--- src/rtl/ff_bank_arbiter.sv ---
// ff_bank_arbiter
//   Serialises write access from NREQ requesters into a bank of 2^AW x DW
//   flip-flop registers, with one registered read port.
//   A three-state sequencer (IDLE -> WRITE -> RELEASE) admits at most one
//   write every three cycles. The completing requester gets a one-cycle ack.
//
// Build option:
//   FF_ARB_ROUND_ROBIN_EN  defined   -> round-robin arbitration; the search
//                                       starts just after the last winner.
//                          undefined -> fixed priority, lowest index wins.
//
// Ports:
//   clk        rising-edge clock
//   reset      asynchronous, active-low reset
//   req_valid  [NREQ]     per-requester write request, held until ack
//   req_addr   [NREQ*AW]  requester i address at [i*AW +: AW]
//   req_data   [NREQ*DW]  requester i data at [i*DW +: DW]
//   ack        [NREQ]     one-hot pulse: the write of requester i is done
//   rd_addr    [AW]       read address
//   rd_data    [DW]       registered read data (1-cycle latency, no bypass)
//   busy                  high while the sequencer is not idle

// One storage word of the bank.
module ff_bank_word #(
  parameter int DW = 8
) (
  input  logic          clk,
  input  logic          reset,
  input  logic          we,
  input  logic [DW-1:0] d,
  output logic [DW-1:0] q
);
  always_ff @(posedge clk or negedge reset)
    if (!reset)  q <= '0;
    else if (we) q <= d;
endmodule

module ff_bank_arbiter #(
  parameter int NREQ = 4,
  parameter int DW   = 8,
  parameter int AW   = 3
) (
  input  logic               clk,
  input  logic               reset,
  input  logic [NREQ-1:0]    req_valid,
  input  logic [NREQ*AW-1:0] req_addr,
  input  logic [NREQ*DW-1:0] req_data,
  output logic [NREQ-1:0]    ack,
  input  logic [AW-1:0]      rd_addr,
  output logic [DW-1:0]      rd_data,
  output logic               busy
);
  localparam int IW    = (NREQ > 1) ? $clog2(NREQ) : 1;
  localparam int DEPTH = 1 << AW;

  typedef enum logic [1:0] {IDLE = 2'd0, WRITE = 2'd1, RELEASE = 2'd2} state_t;

  typedef struct packed {
    logic [IW-1:0] idx;
    logic [AW-1:0] addr;
    logic [DW-1:0] data;
  } wr_req_t;

  state_t  state, state_nx;
  wr_req_t lat;

  logic [NREQ-1:0][AW-1:0]  addr_v;
  logic [NREQ-1:0][DW-1:0]  data_v;
  logic [DEPTH-1:0][DW-1:0] bank_q;

  logic          grant_vld;
  logic [IW-1:0] grant_idx;
  logic [IW-1:0] cand;

  assign addr_v = req_addr;
  assign data_v = req_data;
  assign busy   = (state != IDLE);

  // ---------------- arbitration ----------------
`ifdef FF_ARB_ROUND_ROBIN_EN
  logic [IW-1:0] rr_ptr;

  // Scan ptr+1, ptr+2, ... wrapping; the first pending requester wins.
  always_comb begin
    grant_vld = 1'b0;
    grant_idx = '0;
    cand      = '0;
    for (int k = 1; k <= NREQ; k++) begin
      cand = IW'((int'(rr_ptr) + k) % NREQ);
      if (!grant_vld && req_valid[cand]) begin
        grant_vld = 1'b1;
        grant_idx = cand;
      end
    end
  end

  // The pointer moves to the winner on the write edge. Reset to NREQ-1
  // gives requester 0 first priority.
  always_ff @(posedge clk or negedge reset)
    if (!reset)              rr_ptr <= IW'(NREQ - 1);
    else if (state == WRITE) rr_ptr <= lat.idx;
`else
  // Scan downward, so the lowest pending index is the last one assigned.
  always_comb begin
    grant_vld = 1'b0;
    grant_idx = '0;
    cand      = '0;
    for (int k = NREQ - 1; k >= 0; k--) begin
      cand = IW'(k);
      if (req_valid[cand]) begin
        grant_vld = 1'b1;
        grant_idx = cand;
      end
    end
  end
`endif

  // ---------------- sequencer ----------------
  always_ff @(posedge clk or negedge reset)
    if (!reset) state <= IDLE;
    else        state <= state_nx;

  always_comb begin
    state_nx = state;
    case (state)
      IDLE:    if (grant_vld) state_nx = WRITE;
      WRITE:   state_nx = RELEASE;
      RELEASE: state_nx = IDLE;
      default: state_nx = IDLE;
    endcase
  end

  // Capture the winner at the grant edge. Later changes to the requester's
  // address or data do not affect this write.
  always_ff @(posedge clk or negedge reset)
    if (!reset)
      lat <= '0;
    else if (state == IDLE && grant_vld)
      lat <= '{idx: grant_idx, addr: addr_v[grant_idx], data: data_v[grant_idx]};

  always_ff @(posedge clk or negedge reset)
    if (!reset) ack <= '0;
    else begin
      ack <= '0;
      if (state == WRITE) ack[lat.idx] <= 1'b1;
    end

  // ---------------- storage and read port ----------------
  for (genvar g = 0; g < DEPTH; g++) begin : g_word
    logic we;
    assign we = (state == WRITE) && (lat.addr == AW'(g));
    ff_bank_word #(.DW(DW)) u_word (
      .clk   (clk),
      .reset (reset),
      .we    (we),
      .d     (lat.data),
      .q     (bank_q[g])
    );
  end

  // A read and a write on the same edge return the pre-write value.
  always_ff @(posedge clk or negedge reset)
    if (!reset) rd_data <= '0;
    else        rd_data <= bank_q[rd_addr];

endmodule

--- config.mk ---
export PLATFORM = sky130hd
export DESIGN_NAME = ff_bank_arbiter
export DESIGN_NICKNAME = d
export VERILOG_FILES = /design/src/rtl/ff_bank_arbiter.sv
export SDC_FILE = /design/constraint.sdc
export NUM_CORES = 1
export LEC_CHECK = 0
export ABC_AREA = 1
export BUFFER_PORTS_ARGS = -buffer_cell sky130_fd_sc_hd__buf_2
export CORE_ASPECT_RATIO = 1.5
export CORE_MARGIN = 1
export CORE_UTILIZATION = 50
export CTS_CLUSTER_DIAMETER = 50
export DETAILED_ROUTE_END_ITERATION = 8
export GPL_TIMING_DRIVEN = 0
export PLACE_DENSITY = 0.74
export SLEW_MARGIN = 10
export SYNTH_ARGS = -nofsm -noshare
export SYNTH_HDL_FRONTEND = slang
export SYNTH_HIERARCHICAL = 1
export SYNTH_SLANG_ARGS = --single-unit
--- constraint.sdc ---
create_clock -name clk -period 1.2 [get_ports clk]
set_input_delay 0.06 -clock clk [delete_from_list [all_inputs] [get_ports clk]]
set_output_delay 0.06 -clock clk [all_outputs]
set_load 0.005 [all_outputs]
==> run_results.csv, run 1 <==
group,metric,value,unit
sta,report.final.slew_viol_count,0,
global_route,track_usage,25.84,%
clock_network,path_clk_slew,0.06,ns
sta,period_share,118.1,%
cells_and_area,n_fill_cell,829,
min_path,holdPathEnd,"rd_data[4]$_DFF_PN0_",
sta,finalSetupTns,-10.82,ns
synthesis,seq_area_frac_synth,48.31,%
clock_network,worstSkewPairLatency,0.34,ns
clock_network,clockBufferDepth,2,
floorplanning,die_y,120.9,um
drt,drtAntennaViolNets,0,
run_status,status,"finished, violations left",
setup_path,rrSetupSlack,-0.22,ns
synthesis,syn_area_per_cell,7.376,um^2
drt,drc_errors,0,
synthesis,synth_compound_area_share,5.309,%
clock_network,cts_tree,"done",
synthesis,synth.mux.area_fraction,0,%
pwr,vdd_drop_max,1192,uV
synthesis,synthXorXnorAreaFrac,0,%
sta,period_minus_slack,1.417,ns
sta,tightest_slew,0.4667,ns
sta,final_hold_viol_count,0,
floorplanning,start_util,51.23,%
setup_path,reg2regPathDepth,8,
drt,wl_per_cell,13.54,um
synthesis,synthSimpleGateAreaFrac,36.50,%
setup_path,critPathCaptureType,"register",
clock_network,clockRootBuffer,"clkbuf_16",
setup_path,cp-start-kind,"register",
floorplanning,dieArea,9827,um^2
clock_network,htree_levels,3,
synthesis,synth_nets,692,
place,port_buffers,64,
setup_path,worstPathMaxFanout,8,
floorplanning,num_rows,43,
place,gp_congestion,0.8392,
global_route,first_global_vias,4090,
setup_path,r2r-end,"g_word[1].u_word/q[4]$_DFFE_PN0P_",
pwr,total_power,11.84,mW
setup_path,path_class,"reg2reg",
clock_network,cts_buffers,9,
sta,final-setup-viol-count,73,
synthesis,netlist_area,4713,um^2
global_route,grt_max_degree,68,
flow_run,drv_cap,0,
synthesis,synth_top_family_by_area,"simple AND/OR/NAND/NOR gates",
synthesis,yosysWarnings,6,
synthesis,synthCells,639,
synthesis,synth.distinct_cells,20,
cells_and_area,diodes,0,
cells_and_area,drive_above_1_share,26.27,%
min_path,hold_class,"in2reg",
drt,routed_wl,11410,um
run_status,violations,"setup timing",
setup_path,arrival,1.64,ns
clock_network,cts_sinks,91,
sta,fmaxAchievable,705.6,MHz
pwr,p_leak,3.222,nW
sta,slew_headroom,68.89,%
min_path,hold_depth,3,
setup_path,cp_data_required_time,1.43,ns
min_path,min_from,"rd_addr[2]",
place,dp_hpwl,8254,um
sta,fin_ws,-0.2173,ns
global_route,grt_pass1_wl,19040,um
cells_and_area,area_growth,21.77,%
drt,drtIter0Drc,247,
floorplanning,ioPinCount,66,
global_route,antenna_found_initial,0,
cells_and_area,fin_nets,781,
floorplanning,core_area,9200,um^2
floorplanning,dieWidth,81.28,um
synthesis,synth_fa_ha_area_share,0,%
setup_path,reg2reg_from,"state[1]$_DFFE_PN0P_",
global_route,grt-ovfl-total,0,
drt,post_drt_via_cell_ratio,4.918,
sta,skew,0.005492,ns
pwr,cellPowerDensity,2063,nW/um^2
drt,via_count,4146,
synthesis,ys_seq_elements,91,
drt,drtPass1Iterations,6,
sta,rsz0062_at_grt,"true",
[critical path: stages, from the launching register on]
cell	delay, ns
dfrtp_1	0.41
nor2_4	0.14
inv_2	0.05
or2_4	0.28
nor2_4	0.14
buf_6	0.14
inv_8	0.05
nand2_2	0.05
nand2_1	0.05
[worst max-delay path by stage]
stage / from / end / slack, ns / depth (start not counted)
6_report: state[1]$_DFFE_PN0P_ / g_word[1].u_word/q[4]$_DFFE_PN0P_ / -0.22 / 8
5_1_grt: state[1]$_DFFE_PN0P_ / g_word[1].u_word/q[4]$_DFFE_PN0P_ / -0.29 / 8
4_1_cts: state[1]$_DFFE_PN0P_ / g_word[3].u_word/q[5]$_DFFE_PN0P_ / -0.22 / 8
3_5_place_dp: state[0]$_DFFE_PN0P_ / g_word[3].u_word/q[5]$_DFFE_PN0P_ / -0.27 / 9
3_3_place_gp: reset / g_word[2].u_word/q[1]$_DFFE_PN0P_ / -0.69 / 1
2_1_floorplan: state[0]$_DFFE_PN0P_ / g_word[1].u_word/q[0]$_DFFE_PN0P_ / -0.12 / 9
[cell usage in the layout (no fill, tap or decap), types with 6 or more instances in the layout]
cell type  instances
nand3_1           37
nand3_2            8
inv_1             52
clkbuf_16          9
buf_2             78
o21ai_1           27
nor2_4             6
buf_4             12
nand2_2           32
nand2_1          252
o21ai_0           23
dfrtp_1           91
nor2_1            50
nand2_4           10
buf_6              9
inv_2              9
[state kept, by name, indices dropped and copies added (netlist names)]
register,count
ack,4
rd_data,8
g_word.u_word/q,64
state,2
lat,13
[area by class of cell]
class | instances | area, um^2 | share of cell area, %
Tap cell | 112 | 140.1 | 2.442
Inverter | 65 | 274.0 | 4.774
Multi-Input combinational cell | 455 | 2093 | 36.47
Buffer | 28 | 221.5 | 3.859
Timing Repair Buffer | 78 | 465.4 | 8.110
Sequential cell | 91 | 2277 | 39.68
Clock buffer | 11 | 252.7 | 4.404
Clock inverter | 3 | 15.01 | 0.2616
[per-stage QoR]
step | utilization, % | instance area [um^2] | hold slack, ns | setup slack [ns] | cells
4_1_cts | 62.08 | 5712 | 0.08957 | -0.2229 | 841
2_1_floorplan | - | 4736 | -0.2356 | -0.1197 | 639
6_report | 62.38 | 5739 | 0.08322 | -0.2173 | 843
5_1_grt | 62.38 | 5739 | 0.1116 | -0.2909 | 843
3_5_place_dp | 56.81 | 5226 | -0.01000 | -0.2745 | 816
3_3_place_gp | 56.48 | 5196 | 0.4317 | -0.6895 | 815
[cell families (layout without fill, tap and decap cells)]
group                  Yosys count  count (layout)
and+or+nand+nor                405             405
AOI/OAI and AO/OA               50              50
DFF                             91              91
buffers and inverters           93             185
[cell usage after synthesis (all sizes together)]
library cell | count | area [um^2]
clkbuf | 2 | 7.510
nand2 | 294 | 1189
inv | 65 | 244.0
o21ai | 50 | 250.2
nand3 | 45 | 265.3
nor3 | 5 | 30.03
nor2 | 60 | 230.2
dfrtp | 91 | 2277
or2 | 1 | 6.260
buf | 26 | 214.0
[where the power goes]
group | switching (mW) | leakage (nW) | total [mW] | internal (mW)
combinational | 2.13 | 1.92 | 3.63 | 1.49
sequential | 1.25 | 1.16 | 5.63 | 4.39
clock | 1.10 | 0.137 | 2.58 | 1.48
[per-layer routing]
metal  track usage, %  wire length [um]  vias to the layer above
met5                0                 0                        -
met4            13.39               399                        0
li1                 -                 -                     2119
met3            4.286               535                       25
met2            45.68              6067                      128
met1            28.85              4412                     1874
[repair_timing]
item                                    4_1_cts  5_1_grt
endpoints found under the setup margin       67       77
endpoints found under the hold margin        24        0
cloned                                        4        0
hold buffers                                  1        0
gates resized for setup                      41        7
pin swaps                                     5        2
buffers inserted                              6        2
Power figures use the tool's default switching activity.
==> inputs of run 2 (changes only) <==
- ABC_AREA: 1 -> not set
- SETUP_SLACK_MARGIN: not set -> 0.3
==> run 2 against run 1 <==
The run still ends with setup timing left. Cell count shrank 34%. Critical path type unchanged. Synthesized cell count shrank 48%. Routed wire length shrank 13%. Die area shrank 1.0%. Hold slack lost 0.023 ns. Utilization grew 3.1 points. Total power grew 19%. Sequential share of layout area shrank 0.70 points.
==> run_results.csv, run 2 <==
group,metric,value,unit
run_status,status,"finished, violations left",
synthesis,synth.distinct_cells,30,
drt,via_count,3056,
pwr,p_leak,2.712,nW
setup_path,critPathBufInv,1,
synthesis,synth-async-reset-ratio,100.0,%
pwr,vdd_drop_max,1191,uV
sta,rsz0062_at_grt,"true",
sta,hold_ws,0.05982,ns
setup_path,cp_data_required_time,1.42,ns
setup_path,max_stage_delay,0.41,ns
min_path,hold_depth,3,
cells_and_area,largest_reg_flops,64,
setup_path,cp-start-kind,"register",
run_status,violations,"setup timing",
synthesis,synth_area_leaders,"dfrtp_1, mux2_4, mux4_2",
setup_path,cp_top_family,"simple AND/OR/NAND/NOR gates",
synthesis,seq_area_frac_synth,48.82,%
sta,skew,0.004455,ns
cells_and_area,drive_above_1_share,51.69,%
global_route,grt_pass1_wl,15830,um
sta,report.final.slew_viol_count,0,
synthesis,synthFlopType,"dfrtp_1",
sta,final-setup-viol-count,83,
flow_run,drv_cap,0,
setup_path,reg2regPathDepth,5,
drt,routed_wl,9975,um
global_route,grt-ovfl-total,0,
floorplanning,start_util,52.21,%
drt,drtPass1Iterations,4,
synthesis,yosysWarnings,6,
place,pre_cts_ws,-0.3295,ns
setup_path,cp.depth,5,
clock_network,clockRootBuffer,"clkbuf_16",
floorplanning,core_area,8934,um^2
sta,fmaxAchievable,663.8,MHz
floorplanning,die_y,120.3,um
synthesis,synthTopCellsByCount,"dfrtp_1, mux2_4, a21oi_1",
global_route,antenna_found_initial,0,
floorplanning,num_rows,42,
synthesis,synth-edff-count,0,
cells_and_area,final_common_cell,"dfrtp_1",
synthesis,syn_area_per_cell,13.92,um^2
sta,fin_ws,-0.3066,ns
global_route,grt_max_degree,70,
clock_network,cts_sinks,91,
sta,period_share,125.5,%
drt,post_drt_via_cell_ratio,5.506,
pwr,cellPowerDensity,2414,nW/um^2
global_route,track_usage,22.33,%
sta,finalSetupTns,-19.14,ns
sta,final_hold_viol_count,0,
cells_and_area,top_register,"g_word.u_word/q",
setup_path,critPathCaptureType,"register",
clock_network,clockBufferDepth,2,
place,dp.cells,505,
cells_and_area,top_regs,"g_word.u_word/q x64, lat x13, rd_data x8",
clock_network,cts_buffers,9,
place,dp_hpwl,6496,um
setup_path,arrival,1.73,ns
min_path,hold_class,"in2reg",
cells_and_area,finish.utilization,65.43,%
synthesis,post-synth-top-count-cell,"dfrtp_1",
clock_network,path_clk_slew,0.06,ns
clock_network,cts_tree,"done",
floorplanning,dieArea,9727,um^2
synthesis,netlist_area,4664,um^2
cells_and_area,layout.cells.non_filler,555,
setup_path,worstPathMaxFanout,8,
cells_and_area,final_cell_area,5846,um^2
sta,period_minus_slack,1.507,ns
drt,drc_errors,0,
pwr,total_power,14.11,mW
synthesis,synth_top_area_share,48.82,%
synthesis,synthCells,335,
floorplanning,ioPinCount,66,
drt,drtIter0Drc,98,
setup_path,slowest_stage,"dfrtp_1",
setup_path,path_class,"reg2reg",
clock_network,worstSkewPairLatency,0.34,ns
place,place_area,5209,um^2
synthesis,ys_seq_elements,91,
cells_and_area,final_cell_mix,"dfrtp_1, mux2_4, buf_2",
setup_path,path_cells,"nor2b_4 -> nand2_4 -> nor3_2 -> buf_6 -> mux2_4",
place,gp_congestion,0.7612,
global_route,first_global_vias,3153,
clock_network,htree_levels,3,
cells_and_area,diodes,0,
cells_and_area,fin_nets,494,
synthesis,yosysTopAreaCell,"dfrtp_1",
place,port_buffers,59,
sta,slew_headroom,52.13,%
floorplanning,dieWidth,80.86,um
drt,drtAntennaViolNets,0,
drt,wl_per_cell,17.97,um
cells_and_area,area_growth,25.32,%
synthesis,synth_nets,388,
sta,tightest_slew,0.7181,ns
[run 2: logic make-up after synthesis]
| family | after synthesis | synth area share, % |
|---|---|---|
| DFF | 91 | 48.82 |
| muxes | 88 | 30.26 |
| AOI/OAI and AO/OA | 60 | 7.913 |
| and+or+nand+nor | 57 | 7.967 |
| buffers and inverters | 39 | 5.043 |
[run 2: path summary, 6_finish.rpt]
path | start | endpoint | slack [ns]
max in group asynchronous | reset | g_word[6].u_word/q[1]$_DFFE_PN0P_ | 0.48
worst min-delay path | req_data[8] | lat[0]$_DFFE_PN0P_ | 0.06
worst max register to register | state[1]$_DFFE_PN0P_ | g_word[1].u_word/q[7]$_DFFE_PN0P_ | -0.31
worst max-delay path | state[1]$_DFFE_PN0P_ | g_word[1].u_word/q[7]$_DFFE_PN0P_ | -0.31
worst min register to register | lat[12]$_DFFE_PN0P_ | ack[0]$_DFF_PN0_ | 0.50
min in group asynchronous | reset | rd_data[1]$_DFF_PN0_ | 0.18
[run 2: worst reg2reg max path: stages, from the launching register on]
cell,delay [ns]
dfrtp_1,0.41
nor2b_4,0.21
nand2_4,0.10
nor3_2,0.13
buf_6,0.21
mux2_4,0.32
[run 2: what timing repair did]
item                                   CTS  global route
resized for setup                        7             8
endpoints found under the hold margin   91             0
cloned                                   0             1
setup buffers                           14            19
hold buffers                             1             0
pin swaps                                1             0
setup endpoints to repair               89           123
[run 2: metal layers]
metal / GRT usage, % / share of wire (%)
met2: 38.18 / 53
met1: 27.17 / 42
met5: 0 / 0
met3: 4.302 / 3.1
met4: 8.929 / 1.4
[run 2: report_power, final]
part           switching [mW]  total, mW  internal, mW  leakage (nW)
clock                    1.13       2.85          1.72         0.149
sequential               1.14       5.73          4.59          1.07
combinational            1.76       5.54          3.78          1.49
total                    4.02       14.1          10.1          2.71
[run 2: area by class of cell]
cell class	instances	area, um^2
fill	660	3088
sequential	91	2278
multi-input combinational	205	2243
timing repair buffer	95	611.8
clock buffer	12	256.5
buffer	27	225.2
tap	110	137.6
clock inverter	3	47.55
inverter	12	45.04
==> inputs of run 3 (changes only) <==
- SETUP_SLACK_MARGIN: 0.3 -> not set
==> run 3 against run 2 <==
The flow still finishes with violations (setup timing). Sequential power about the same. Routed wire length down 1.9%. Sequential share of layout area rose by 0.97 points. Global-route usage up 0.24 points. Non-clock buffer count decreased by 11. Critical path depth unchanged. Critical path type unchanged. Largest cell class unchanged.
==> run_results.csv, run 3 (synthesis results as in run 2) <==
group,metric,value,unit
run_status,status,"finished, violations left",
run_status,violations,"setup timing",
cells_and_area,top_regs,"g_word.u_word/q x64, lat x13, rd_data x8",
cells_and_area,largest_reg_flops,64,
cells_and_area,layout.cells.non_filler,545,
drt,drtPass1Iterations,4,
global_route,track_usage,22.57,%
sta,hold_ws,0.02868,ns
cells_and_area,final_cell_mix,"dfrtp_1, mux2_4, buf_2",
clock_network,cts_tree,"done",
cells_and_area,ff_latch_area,2278,um^2
sta,tightest_slew,0.6426,ns
cells_and_area,diodes,0,
sta,period_share,124.5,%
place,port_buffers,59,
global_route,antenna_found_initial,0,
sta,slew_headroom,57.16,%
floorplanning,die_y,120.3,um
sta,fmaxAchievable,669.3,MHz
setup_path,critPathCaptureType,"register",
sta,report.final.slew_viol_count,0,
drt,via_count,2966,
clock_network,clockBufferDepth,2,
drt,wl_per_cell,17.96,um
global_route,grt-ovfl-total,0,
drt,drtAntennaViolNets,0,
sta,finalSetupTns,-17.59,ns
floorplanning,start_util,52.21,%
cells_and_area,area_growth,22.29,%
sta,period_minus_slack,1.494,ns
drt,drtIter0Drc,236,
floorplanning,ioPinCount,66,
sta,final-setup-viol-count,85,
flow_run,drv_cap,0,
cells_and_area,n_fill_cell,669,
setup_path,worstPathMaxFanout,8,
clock_network,worstSkewPairLatency,0.34,ns
place,dp.cells,505,
place,place_area,5179,um^2
drt,post_drt_via_cell_ratio,5.442,
pwr,total_power,13.65,mW
cells_and_area,multi_input_area,2221,um^2
global_route,grt_pass1_wl,16080,um
cells_and_area,final_cell_area,5704,um^2
floorplanning,core_area,8934,um^2
clock_network,cts_sinks,91,
clock_network,path_clk_slew,0.06,ns
sta,final_hold_viol_count,0,
min_path,hold_class,"in2reg",
place,gp_congestion,0.7553,
global_route,first_global_vias,3134,
clock_network,clockRootBuffer,"clkbuf_16",
clock_network,cts_buffers,9,
setup_path,cp_data_required_time,1.42,ns
setup_path,path_class,"reg2reg",
cells_and_area,final_common_cell,"dfrtp_1",
cells_and_area,drive_above_1_share,49.20,%
pwr,vdd_drop_max,1228,uV
sta,rsz0062_at_grt,"true",
place,dp_hpwl,6572,um
setup_path,cp-start-kind,"register",
setup_path,arrival,1.71,ns
floorplanning,dieWidth,80.86,um
place,pre_cts_ws,-0.3410,ns
sta,skew,0.004984,ns
cells_and_area,finish.utilization,63.85,%
drt,routed_wl,9790,um
pwr,cellPowerDensity,2393,nW/um^2
pwr,p_leak,2.637,nW
floorplanning,num_rows,42,
drt,drc_errors,0,
sta,fin_ws,-0.2941,ns
cells_and_area,fin_nets,483,
clock_network,htree_levels,3,
floorplanning,dieArea,9727,um^2
global_route,grt_max_degree,69,
cells_and_area,top_register,"g_word.u_word/q",
[run 3: critical path, cell delays in order (launching register included)]
cell	delay [ns]
dfrtp_1	0.41
nor2b_4	0.18
nand2_2	0.11
nor3_2	0.15
buf_6	0.21
mux2_4	0.32
[run 3: worst paths after layout]
| kind | from | to | slack (ns) | cells past startpoint |
|---|---|---|---|---|
| max | state[1]$_DFFE_PN0P_ | g_word[1].u_word/q[5]$_DFFE_PN0P_ | -0.29 | 5 |
| min | req_data[8] | lat[0]$_DFFE_PN0P_ | 0.03 | 3 |
| max reg2reg | state[1]$_DFFE_PN0P_ | g_word[1].u_word/q[5]$_DFFE_PN0P_ | -0.29 | 5 |
| min reg2reg | lat[11]$_DFFE_PN0P_ | ack[2]$_DFF_PN0_ | 0.49 | 1 |
| max in group asynchronous | reset | rd_data[6]$_DFF_PN0_ | 0.39 | 3 |
| min in group asynchronous | reset | g_word[4].u_word/q[0]$_DFFE_PN0P_ | 0.18 | 2 |
[run 3: layout make-up]
type / instances / area share, %
flip-flops and latches: 91 / 39.94
well taps: 110 / 2.413
multi-input cells: 205 / 38.93
inverters: 12 / 0.7896
clock inverters: 4 / 0.4168
plain buffers: 27 / 3.926
repair buffers: 84 / 8.905
clock buffers: 12 / 4.672
[run 3: power breakdown]
group / internal [mW] / leakage, nW / switching (mW)
Clock: 1.57 / 0.148 / 1.14
Sequential: 4.59 / 1.07 / 1.14
Combinational: 3.53 / 1.42 / 1.68
Total: 9.69 / 2.64 / 3.96
[run 3: layer usage]
metal	vias up	wire length, um	GRT usage, %
met5	-	0	0
met4	0	99	7.031
li1	1409	-	-
met1	1484	4011	27.08
met2	66	5407	39.65
met3	7	270	4.755
[run 3: timing repair]
item / in CTS / in global routing
gates cloned: 0 / 0
hold endpoints to repair: 24 / 0
resized for setup: 7 / 6
setup buffers: 14 / 9
endpoints found under the setup margin: 84 / 87
hold buffers: 1 / 0
